==> src/rtl/sd_fifo_packer_if.sv <==
// ---------------------------------------------------------------------------
// sd_fifo_packer_if
//
// Purpose:
//   Bundles the two srdy/drdy channels of the width upsizer. The narrow
//   consumer side is c_* and the wide producer side is p_*.
//
// Parameters:
//   width : narrow word width in bits
//   ratio : narrow words per wide word (power of 2, >= 2)
//
// Signals:
//   c_srdy / c_drdy / c_data / c_eop : narrow words from the upstream FIFO
//   p_srdy / p_drdy / p_data / p_eop / p_cnt : packed wide words downstream
//
// Modports:
//   slave  : the packer itself (sinks c_*, sources p_*)
//   master : the surrounding environment (sources c_*, sinks p_*)
// ---------------------------------------------------------------------------
interface sd_fifo_packer_if #(
   parameter int width = 8,
   parameter int ratio = 4
);

   localparam int cnt_w  = $clog2(ratio) + 1;
   localparam int wide_w = width * ratio;

   // narrow (consumer) channel
   logic              c_srdy;
   logic              c_drdy;
   logic [width-1:0]  c_data;
   logic              c_eop;

   // wide (producer) channel
   logic              p_srdy;
   logic              p_drdy;
   logic [wide_w-1:0] p_data;
   logic              p_eop;
   logic [cnt_w-1:0]  p_cnt;

   modport slave (
      input  c_srdy,
      output c_drdy,
      input  c_data,
      input  c_eop,
      output p_srdy,
      input  p_drdy,
      output p_data,
      output p_eop,
      output p_cnt
   );

   modport master (
      output c_srdy,
      input  c_drdy,
      output c_data,
      output c_eop,
      input  p_srdy,
      output p_drdy,
      input  p_data,
      input  p_eop,
      input  p_cnt
   );

endinterface : sd_fifo_packer_if

==> src/rtl/sd_fifo_packer.sv <==
// ---------------------------------------------------------------------------
// sd_fifo_packer
//
// Purpose:
//   Srdy/drdy width upsizer placed directly after the small FIFO, in its
//   read clock domain. Packs `ratio` consecutive narrow words into one wide
//   word, lane 0 first. A narrow word flagged with c_eop flushes a partially
//   filled wide word early, and p_cnt reports how many lanes are valid.
//
// Parameters:
//   width : narrow input word width in bits (default 8)
//   ratio : narrow words per wide word; power of 2, minimum 2 (default 4)
//
// Ports:
//   clk   : block clock, rising edge
//   reset : synchronous active-low reset
//   io    : sd_fifo_packer_if.slave
//           c_srdy/c_drdy/c_data/c_eop        narrow input channel
//           p_srdy/p_drdy/p_data/p_eop/p_cnt  wide output channel
//
// Throughput:
//   c_drdy = !p_srdy | p_drdy, so one narrow word per cycle is sustained
//   while the downstream keeps p_drdy high. The combinational p_drdy ->
//   c_drdy path is deliberate; it removes a bubble when a completed word
//   leaves in the same cycle that the next one completes.
// ---------------------------------------------------------------------------
module sd_fifo_packer #(
   parameter int width = 8,
   parameter int ratio = 4
) (
   input  logic                 clk,
   input  logic                 reset,
   sd_fifo_packer_if.slave      io
);

   localparam int lane_w = $clog2(ratio);
   localparam int cnt_w  = lane_w + 1;
   localparam int wide_w = width * ratio;

   localparam logic [lane_w-1:0] last_lane = lane_w'(ratio - 1);

   // ------------------------------------------------------------------
   // State
   // ------------------------------------------------------------------
   logic [wide_w-1:0] acc_data;
   logic [lane_w-1:0] acc_cnt;

   logic              out_srdy;
   logic [wide_w-1:0] out_data;
   logic              out_eop;
   logic [cnt_w-1:0]  out_cnt;

   // ------------------------------------------------------------------
   // Handshake decode
   // ------------------------------------------------------------------
   logic c_drdy;
   logic c_xfer;
   logic p_xfer;
   logic complete;

   // The output register can take a new word when it is empty or is
   // being emptied this very cycle.
   assign c_drdy   = !out_srdy | io.p_drdy;
   assign c_xfer   = io.c_srdy & c_drdy;
   assign p_xfer   = out_srdy & io.p_drdy;

   // c_eop only matters on an accepted word, so it is qualified by c_xfer.
   assign complete = c_xfer & ((acc_cnt == last_lane) | io.c_eop);

   // ------------------------------------------------------------------
   // Lane merge: current word into lane acc_cnt, lanes above it zeroed.
   // ------------------------------------------------------------------
   logic [wide_w-1:0] merged;
   logic [cnt_w-1:0]  flush_cnt;

   always_comb begin
      // NOTE: every always_comb output gets a default first so no path leaves it unassigned and infers a latch.
      merged = acc_data;
      for (int i = 0; i < ratio; i++) begin
         if (i == int'(acc_cnt)) begin
            merged[i*width +: width] = io.c_data;
         end else if (i > int'(acc_cnt)) begin
            // Already zero after a flush or reset; forced here so a flushed
            // word can never carry stale lanes.
            merged[i*width +: width] = '0;
         end
      end
   end

   assign flush_cnt = cnt_w'(acc_cnt) + cnt_w'(1);

   // ------------------------------------------------------------------
   // Accumulator
   // ------------------------------------------------------------------
   always_ff @(posedge clk) begin
      // NOTE: sequential state uses non-blocking assignments so every register samples pre-edge values.
      if (!reset) begin
         // NOTE: acc_data is a plain register bank, not a RAM, so it is reset to keep discarded partial words from leaking into later flushes.
         acc_data <= '0;
         acc_cnt  <= '0;
      end else if (c_xfer) begin
         if (complete) begin
            acc_data <= '0;
            acc_cnt  <= '0;
         end else begin
            acc_data <= merged;
            acc_cnt  <= acc_cnt + lane_w'(1);
         end
      end
   end

   // ------------------------------------------------------------------
   // Output register
   // ------------------------------------------------------------------
   // A completing input always has c_drdy=1, which means the register is
   // either empty or emptying this cycle, so loading never overwrites an
   // untransferred word. While stalled (p_srdy=1, p_drdy=0) nothing is
   // accepted and the register holds.
   always_ff @(posedge clk) begin
      if (!reset) begin
         out_srdy <= 1'b0;
         out_data <= '0;
         out_eop  <= 1'b0;
         out_cnt  <= '0;
      end else if (complete) begin
         out_srdy <= 1'b1;
         out_data <= merged;
         out_eop  <= io.c_eop;
         out_cnt  <= flush_cnt;
      end else if (p_xfer) begin
         out_srdy <= 1'b0;
      end
   end

   // ------------------------------------------------------------------
   // Port drive
   // ------------------------------------------------------------------
   assign io.c_drdy = c_drdy;
   assign io.p_srdy = out_srdy;
   assign io.p_data = out_data;
   assign io.p_eop  = out_eop;
   assign io.p_cnt  = out_cnt;

endmodule : sd_fifo_packer

==> src/flat_wrapper.sv <==
// flat-port wrapper written by rule: the top's interface ports become plain ports
module sd_fifo_packer_flat 
#(
   parameter int width = 8,
   parameter int ratio = 4
)
  (clk, reset, io_c_srdy, io_c_drdy, io_c_data, io_c_eop, io_p_srdy, io_p_drdy, io_p_data, io_p_eop, io_p_cnt);
  sd_fifo_packer_if #(.width(width), .ratio(ratio)) io_i ();
  input  logic clk;
  input  logic reset;
  input wire logic [$bits(io_i.c_srdy)-1:0] io_c_srdy;
  output wire logic [$bits(io_i.c_drdy)-1:0] io_c_drdy;
  input wire logic [$bits(io_i.c_data)-1:0] io_c_data;
  input wire logic [$bits(io_i.c_eop)-1:0] io_c_eop;
  output wire logic [$bits(io_i.p_srdy)-1:0] io_p_srdy;
  input wire logic [$bits(io_i.p_drdy)-1:0] io_p_drdy;
  output wire logic [$bits(io_i.p_data)-1:0] io_p_data;
  output wire logic [$bits(io_i.p_eop)-1:0] io_p_eop;
  output wire logic [$bits(io_i.p_cnt)-1:0] io_p_cnt;
  assign io_i.c_srdy = io_c_srdy;
  assign io_c_drdy = io_i.c_drdy;
  assign io_i.c_data = io_c_data;
  assign io_i.c_eop = io_c_eop;
  assign io_p_srdy = io_i.p_srdy;
  assign io_i.p_drdy = io_p_drdy;
  assign io_p_data = io_i.p_data;
  assign io_p_eop = io_i.p_eop;
  assign io_p_cnt = io_i.p_cnt;
  sd_fifo_packer #(.width(width), .ratio(ratio)) u_core (.clk(clk), .reset(reset), .io(io_i));
endmodule
==> config.mk <==
export PLATFORM = sky130hd
export DESIGN_NAME = sd_fifo_packer_flat
export DESIGN_NICKNAME = d
export VERILOG_FILES = /design/src/rtl/sd_fifo_packer_if.sv /design/src/rtl/sd_fifo_packer.sv /design/src/flat_wrapper.sv
export SDC_FILE = /design/constraint.sdc
export NUM_CORES = 1
export LEC_CHECK = 0
export ABC_AREA = 1
export CORE_MARGIN = 1.5
export CORE_UTILIZATION = 30
export CTS_CLUSTER_DIAMETER = 60
export DETAILED_ROUTE_END_ITERATION = 8
export HOLD_SLACK_MARGIN = 0.12
export SLEW_MARGIN = 10
export SYNTH_ARGS = -nofsm -noshare
export SYNTH_HDL_FRONTEND = slang
export SYNTH_SLANG_ARGS = --single-unit
export TNS_END_PERCENT = 100
==> constraint.sdc <==
create_clock -name clk -period 3.4 [get_ports clk]
set_input_delay 1.02 -clock clk [delete_from_list [all_inputs] [get_ports clk]]
set_output_delay 1.02 -clock clk [all_outputs]
set_load 0.1 [all_outputs]
Yosys cells after proc, flatten, opt, wreduce, memory -nomap -nowiden:

Cells that the tools add are included.

* bits in registers: 71
* output and inout bits: 38
* bits of input ports: 13

* mux-type cells: 11
* eq/ne operators: 4
* reduce and logical (&&, ||, !) cells: 3
* $lt $le $gt $ge: 3
* $add $sub $neg: 2
* bitwise operators: 5

Operators with widths (number)
* $mux W8: 7
* $mux W32: 1
* $eq A2 B2 Y1 const A: 2
* $gt A2 B2 Y1 const A: 2
* $add A2 B1 Y3 const B: 1
* $and A1 B1 Y1: 3
* $add A2 B1 Y2 const B: 1
* $eq A1 B2 Y1 const A: 1
* $eq A2 B2 Y1 const B: 1
* $gt A1 B2 Y1 const A: 1
* $logic_not A2 Y1: 1
* $mux W1: 2
* $mux W2: 1
* $or A1 B1 Y1: 2
* $reduce_bool A2 Y1: 1
* $logic_not A1 Y1: 1

Longest topological paths before layout:

* depth in word-level cells: 5
* depth in mapped cells: 10
* mapped depth without buffers: 7

Worst setup path before layout:

OpenSTA, ideal clock, no wires.

* kind: input -> output
* from: in io_p_drdy
* to: out io_c_drdy
* setup slack: 0.690 ns
* path buffers: 1
* arrival: 1.690 ns
* stages on the path: 3
* path through: inv_2 nand2_2 buf_2

* longest elaborated chain between the ends: 1

Ends and longest elaborated chain
* start: declaration: line flat_wrapper.sv:16 `input wire logic [$bits(io_i.p_drdy)-1:0] io_p_drdy;`
* $or A1 B1 Y1: line sd_fifo_packer.sv:63 `assign c_drdy = !out_srdy | io.p_drdy;`
* end: declaration: line flat_wrapper.sv:12 `output wire logic [$bits(io_i.c_drdy)-1:0] io_c_drdy;`

Every way passes these cells.

Worst setup path after layout:

Same ends and word-level chain as after synthesis.

==> flow_summary.toml <==
[placed_design]
placed_cell_area_sq_um = 3244
port_buffers = 50
dp_hpwl_um = 4536
place_congestion = 0.7398
dp_cells = 538

[sta]
period_minus_slack_ps = 2836
slew_headroom = 0.4635
setup_tns_ps = 0
rsz0062_at_grt = "false"
drv_slew = 0
setup_viol = 0
whs_ps = 462.8
period_share = 0.8341
clock.fmax_mhz = 352.6
hold_viol = 0
fin_worst_skew_ps = 5.552
tightest_slew_ps = 803.6

[clock_tree]
cts_tree = "built"
cts_root_buf = "clkbuf_8"
cts_setup_buffers = 0
cts_resized = 0
numCtsBuffers = 9
clock-sinks = 63
postCtsHoldBufs = 0
clk_latency_ps = 340
cts_buffer_depth = 2
htreeDepth = 3
clkSlewWorstSetupHoldPaths_ps = 60

[yosys]
ys_types = 21
synthArstFlopShare = 0
yosysMostFrequentCell = "nand2_1"
ys_top_cells_by_area = "dfxtp_1 45%, nand2_1 21%, a21oi_1 8.2%"
syn_avg_cell_area_sq_um = 7.065
synth_top_area_cell = "dfxtp_1"
synthFlopType = "dfxtp_1"
synthCells = 399
yosysSeqAreaShare = 0.4474
syn_area_sq_um = 2819
yosysWarnings = 0
synth_commonest_cells = "159 x nand2_1, 63 x dfxtp_1, 46 x a21oi_1"
ys_ff_latch = 63
synth_edf_count = 0
syn_nets = 416
synth_top_area_share = 0.4474

[setup_path]
worst-setup-path-type = "in -> out"
startpoint_type = "input port"
cp_cell_sequence = "clkdlybuf4s50_1 -> inv_2 -> nand2_2 -> buf_12"
cp_max_fo = 2
crit_path_max_incr_delay_ps = 470
end_kind = "primary output"
required_ps = 2380
slowest_stage = "clkdlybuf4s50_1"
cp.arrival_ps = 1820

[route]
ant_nets = 0
drt_iter0_markers = 133
wire_per_inst_um = 12.33
drc = 0
vias = 2562
dr.pass1.iters = 4
wirelength_um = 6832
viasPerCell = 4.625

[status]
status = "finished clean"

[power]
p_per_area_nw_per_um2 = 506.7
peakVddDrop_mv = 0.2172
power_mw = 1.742
leakage_nw = 1.528

[global_routing]
grt_start_max_net_pins = 47
first_global_vias = 2386
grt.total_usage = 0.1417
antenna_found_initial = 0
grt_overflow = 0
grt_pass1_wl_um = 11110

[die]
initial_core_util = 0.3080
fp.dieW_um = 99.94
coreArea_sq_um = 9153
die_area_sq_um = 9987
die_y_um = 99.94
pin_count = 51
row_count = 35

[flow_run]
max_cap_viol_count = 0

[cells_and_area]
area_delta_synth_final_pct = 21.97
drive_gt1_frac = 0.1580
fillers = 985
nets = 455
antenna_cells_inserted = 0
design_area_sq_um = 3438
fin_cells = 554

[min_path]
hold_class = "reg -> reg"
cells in the final DEF, fill, tap and decap left out, types with 2 or more instances in the layout:
master           count
a21oi_1             46
buf_12               2
buf_4               40
clkbuf_8            13
clkdlybuf4s50_1     12
clkinv_2             3
dfxtp_1             63
ha_1                 4
inv_1               22
inv_2                4
nand2_1            159
nand2_4              2
nand3_1             26
nand4_1              8
nor2_1              32
sequential cells by signal, indices dropped and copies added, names as in the netlist:
signal / count
u_core.io.p_data: 32
u_core.acc_data: 24
u_core.io.p_cnt: 3
u_core.acc_cnt: 2
u_core.io.p_eop: 1
u_core.io.p_srdy: 1
kinds of logic after synthesis:
logic type / share of synthesized area
compound gates: 0.09321
fa+ha+maj: 0.01775
simple gates: 0.3453
buf+inv: 0.09631
flops: 0.4474
final timing paths:
check | endpoint | depth (start not counted) | from | slack (ps)
worst max-delay path | io_c_drdy | 4 | io_p_drdy | 560
worst min-delay path | u_core.acc_data[7] | 2 | u_core.acc_data[7] | 460
worst max register to register | u_core.io.p_data[21] | 7 | u_core.acc_cnt[1] | 1290
worst min register to register | u_core.acc_data[7] | 2 | u_core.acc_data[7] | 460
layer usage:
layer	GRT usage	up-vias	share of wire
met1	0.1823	1148	0.46
li1	-	1327	-
met3	0.03969	15	0.066
met5	0	-	0
met4	0.04984	0	0.017
met2	0.2282	72	0.46
through the flow:
step	worst slack [ps]	util
floorplan	689.8	-
global placement	546.9	0.3545
detailed placement	552.8	0.3545
CTS	552.8	0.3757
global route	533.0	0.3757
finish	564.1	0.3757
layout make-up:
cell class	count	area [sq um]	area share
Tap cell	111	138.9	0.04039
Multi-Input combinational cell	284	1286	0.3741
Clock inverter	3	15.01	0.004367
Sequential cell	63	1261	0.3668
Inverter	26	97.59	0.02838
Timing Repair Buffer	54	460.4	0.1339
Clock buffer	13	178.9	0.05204
power breakdown:
group          internal (mW)  total (mW)  switching [mW]  leakage, nW
registers              0.765       0.779          0.0146        0.512
clock network          0.341       0.618           0.278        0.105
logic                 0.0798       0.345           0.265        0.910
worst max-delay path, delay by kind of cell:
kind | cells | cell delay (ps)
simple gates | 1 | 90
buf+inv | 3 | 710
(Power assumes the default switching activity.)
==> variant: new RTL, same settings <==
`ratio` is set to 4 in 3 places; all go to 8. Comments in the files are not updated.
--- a/src/rtl/sd_fifo_packer_if.sv
+++ b/src/rtl/sd_fifo_packer_if.sv
@@ -20,5 +20,5 @@
 interface sd_fifo_packer_if #(
    parameter int width = 8,
-   parameter int ratio = 4
+   parameter int ratio = 8
 );
 
--- a/src/rtl/sd_fifo_packer.sv
+++ b/src/rtl/sd_fifo_packer.sv
@@ -27,5 +27,5 @@
 module sd_fifo_packer #(
    parameter int width = 8,
-   parameter int ratio = 4
+   parameter int ratio = 8
 ) (
    input  logic                 clk,
--- a/src/flat_wrapper.sv
+++ b/src/flat_wrapper.sv
@@ -3,5 +3,5 @@
 #(
    parameter int width = 8,
-   parameter int ratio = 4
+   parameter int ratio = 8
 )
   (clk, reset, io_c_srdy, io_c_drdy, io_c_data, io_c_eop, io_p_srdy, io_p_drdy, io_p_data, io_p_eop, io_p_cnt);
Interface: changed (resized io_p_cnt and io_p_data); port bits go from 51 to 84. The function was not compared with the original's and may differ.
==> variant against the original RTL <==
Register-to-register slack better by 230 ps; sequential power is 100% higher; sequential cell count is 66 higher; cell count is 99% higher; final area is 100% higher; total power is 150% higher; non-clock buffer count is 47 higher; count of clock-buffer cells in the layout is 7 higher; global-route usage is 3.0 points higher; routed wire length is 130% higher; setup slack better by 0.94 ps; area after synthesis is 94% higher; critical path type unchanged.
==> variant: results (changes against the original RTL) <==
- The sequential area share after synthesis is 0.4727 (+0.02534).
- The run finished with clean final reports.
- The maximum number of pins on one net before global-route repair is 50 (+6.4%).
- The met1 routed wirelength after detailed routing is 7.518 mm (+140%).
- Sorting the synthesized cells by area gives the leading types as sky130_fd_sc_hd__dfxtp_1 (47%), sky130_fd_sc_hd__nand2_1 (18%), sky130_fd_sc_hd__a21oi_1 (8.2%), sky130_fd_sc_hd__o21ai_0 (5.8%), sky130_fd_sc_hd__nor2_1 (5.6%).
- The peak per-stage delay on the critical path is 450 ps (-20 ps).
- The sequential cell power is 1.59 mW (+100%).
- The number of levels the H-tree was split into is 4 (+1).
- The standby leakage power was 2.996 nW (+96%).
- The commonest cells after synthesis are sky130_fd_sc_hd__nand2_1 (259), sky130_fd_sc_hd__dfxtp_1 (129), sky130_fd_sc_hd__a21oi_1 (89).
- The routed wirelength normalized by instance count is 14.36 um (+16%).
- The insertion delay of the later-clocked pin in the worst-skew pair is 430 ps (+90 ps).
- The upper clock frequency limit was 0.3527 GHz (about the same).
- The final RePlAce weighted congestion was 0.7962 (+7.6%).
- The post-route core utilization is 0.3919 (+0.01628).
- The number of input and output port buffers inserted is 83 (+66%).
- The average via count per standard cell is 4.691 (+1.4%).
- The flip-flop count of the largest register, all copies and words added is 64 (+100%).
- The final-layout worst hold slack came to 460.8 ps (-1.973 ps).
- The count of filler cells inserted in the layout is 1894 (+92%).
- The ratio of cells with drive above 1 in the final layout is 0.1560 (-0.002050).
- The adder-cell area share of the yosys netlist is 0.01374 (-0.004012).
- The reg2reg setup slack came to 1520 ps (+230 ps).
- The final net count is 878 (+93%).
- The library cell used as clock root buffer is sky130_fd_sc_hd__clkbuf_16.
- The number of instances in the placed design was 1069 (+99%).
- The post-detailed-placement cell area is 6346 sq um (+96%).
- The routed length on met3 came to 788 um (+74%).
- The estimated wirelength of the detail-placed design is 10.19 mm (+120%).
- The clock distribution power is 2.08 mW (+240%).
- The compound-gate portion of the synthesized area was 0.1411 (+0.04788).
- The all-layer global routing usage is 0.1717 (+0.02999).
[variant: cell types whose count changed after synthesis, sizes merged, moves of 8 or more]
cell | unedited run | this run
nand4 | 8 | 0
nand2 | 162 | 265
nor2 | 33 | 85
a21oi | 47 | 89
inv | 26 | 48
nand3 | 28 | 51
dfxtp | 63 | 129
o21ai | 1 | 65
buf | 19 | 31
[variant: layout make-up]
type                            instances  share of cell area
Sequential cell                       129              0.3680
Multi-Input combinational cell        561              0.3513
Timing Repair Buffer                  101              0.1177
Clock buffer                           20             0.06651
Tap cell                              229             0.04083
Clock inverter                         12             0.02907
Inverter                               49             0.02657
[variant: final timing paths]
path	endpoint	depth (start not counted)
max	io_c_drdy	4
min	u_core.io.p_data[5]$_SDFFE_PN0P_	2
max reg2reg	u_core.io.p_data[9]$_SDFFE_PN0P_	8
min reg2reg	u_core.io.p_data[5]$_SDFFE_PN0P_	2
[variant: critical path, delay by kind of cell]
family                 cells  cell delay, ps
buffers and inverters      3             680
AND/OR/NAND/NOR            1             110
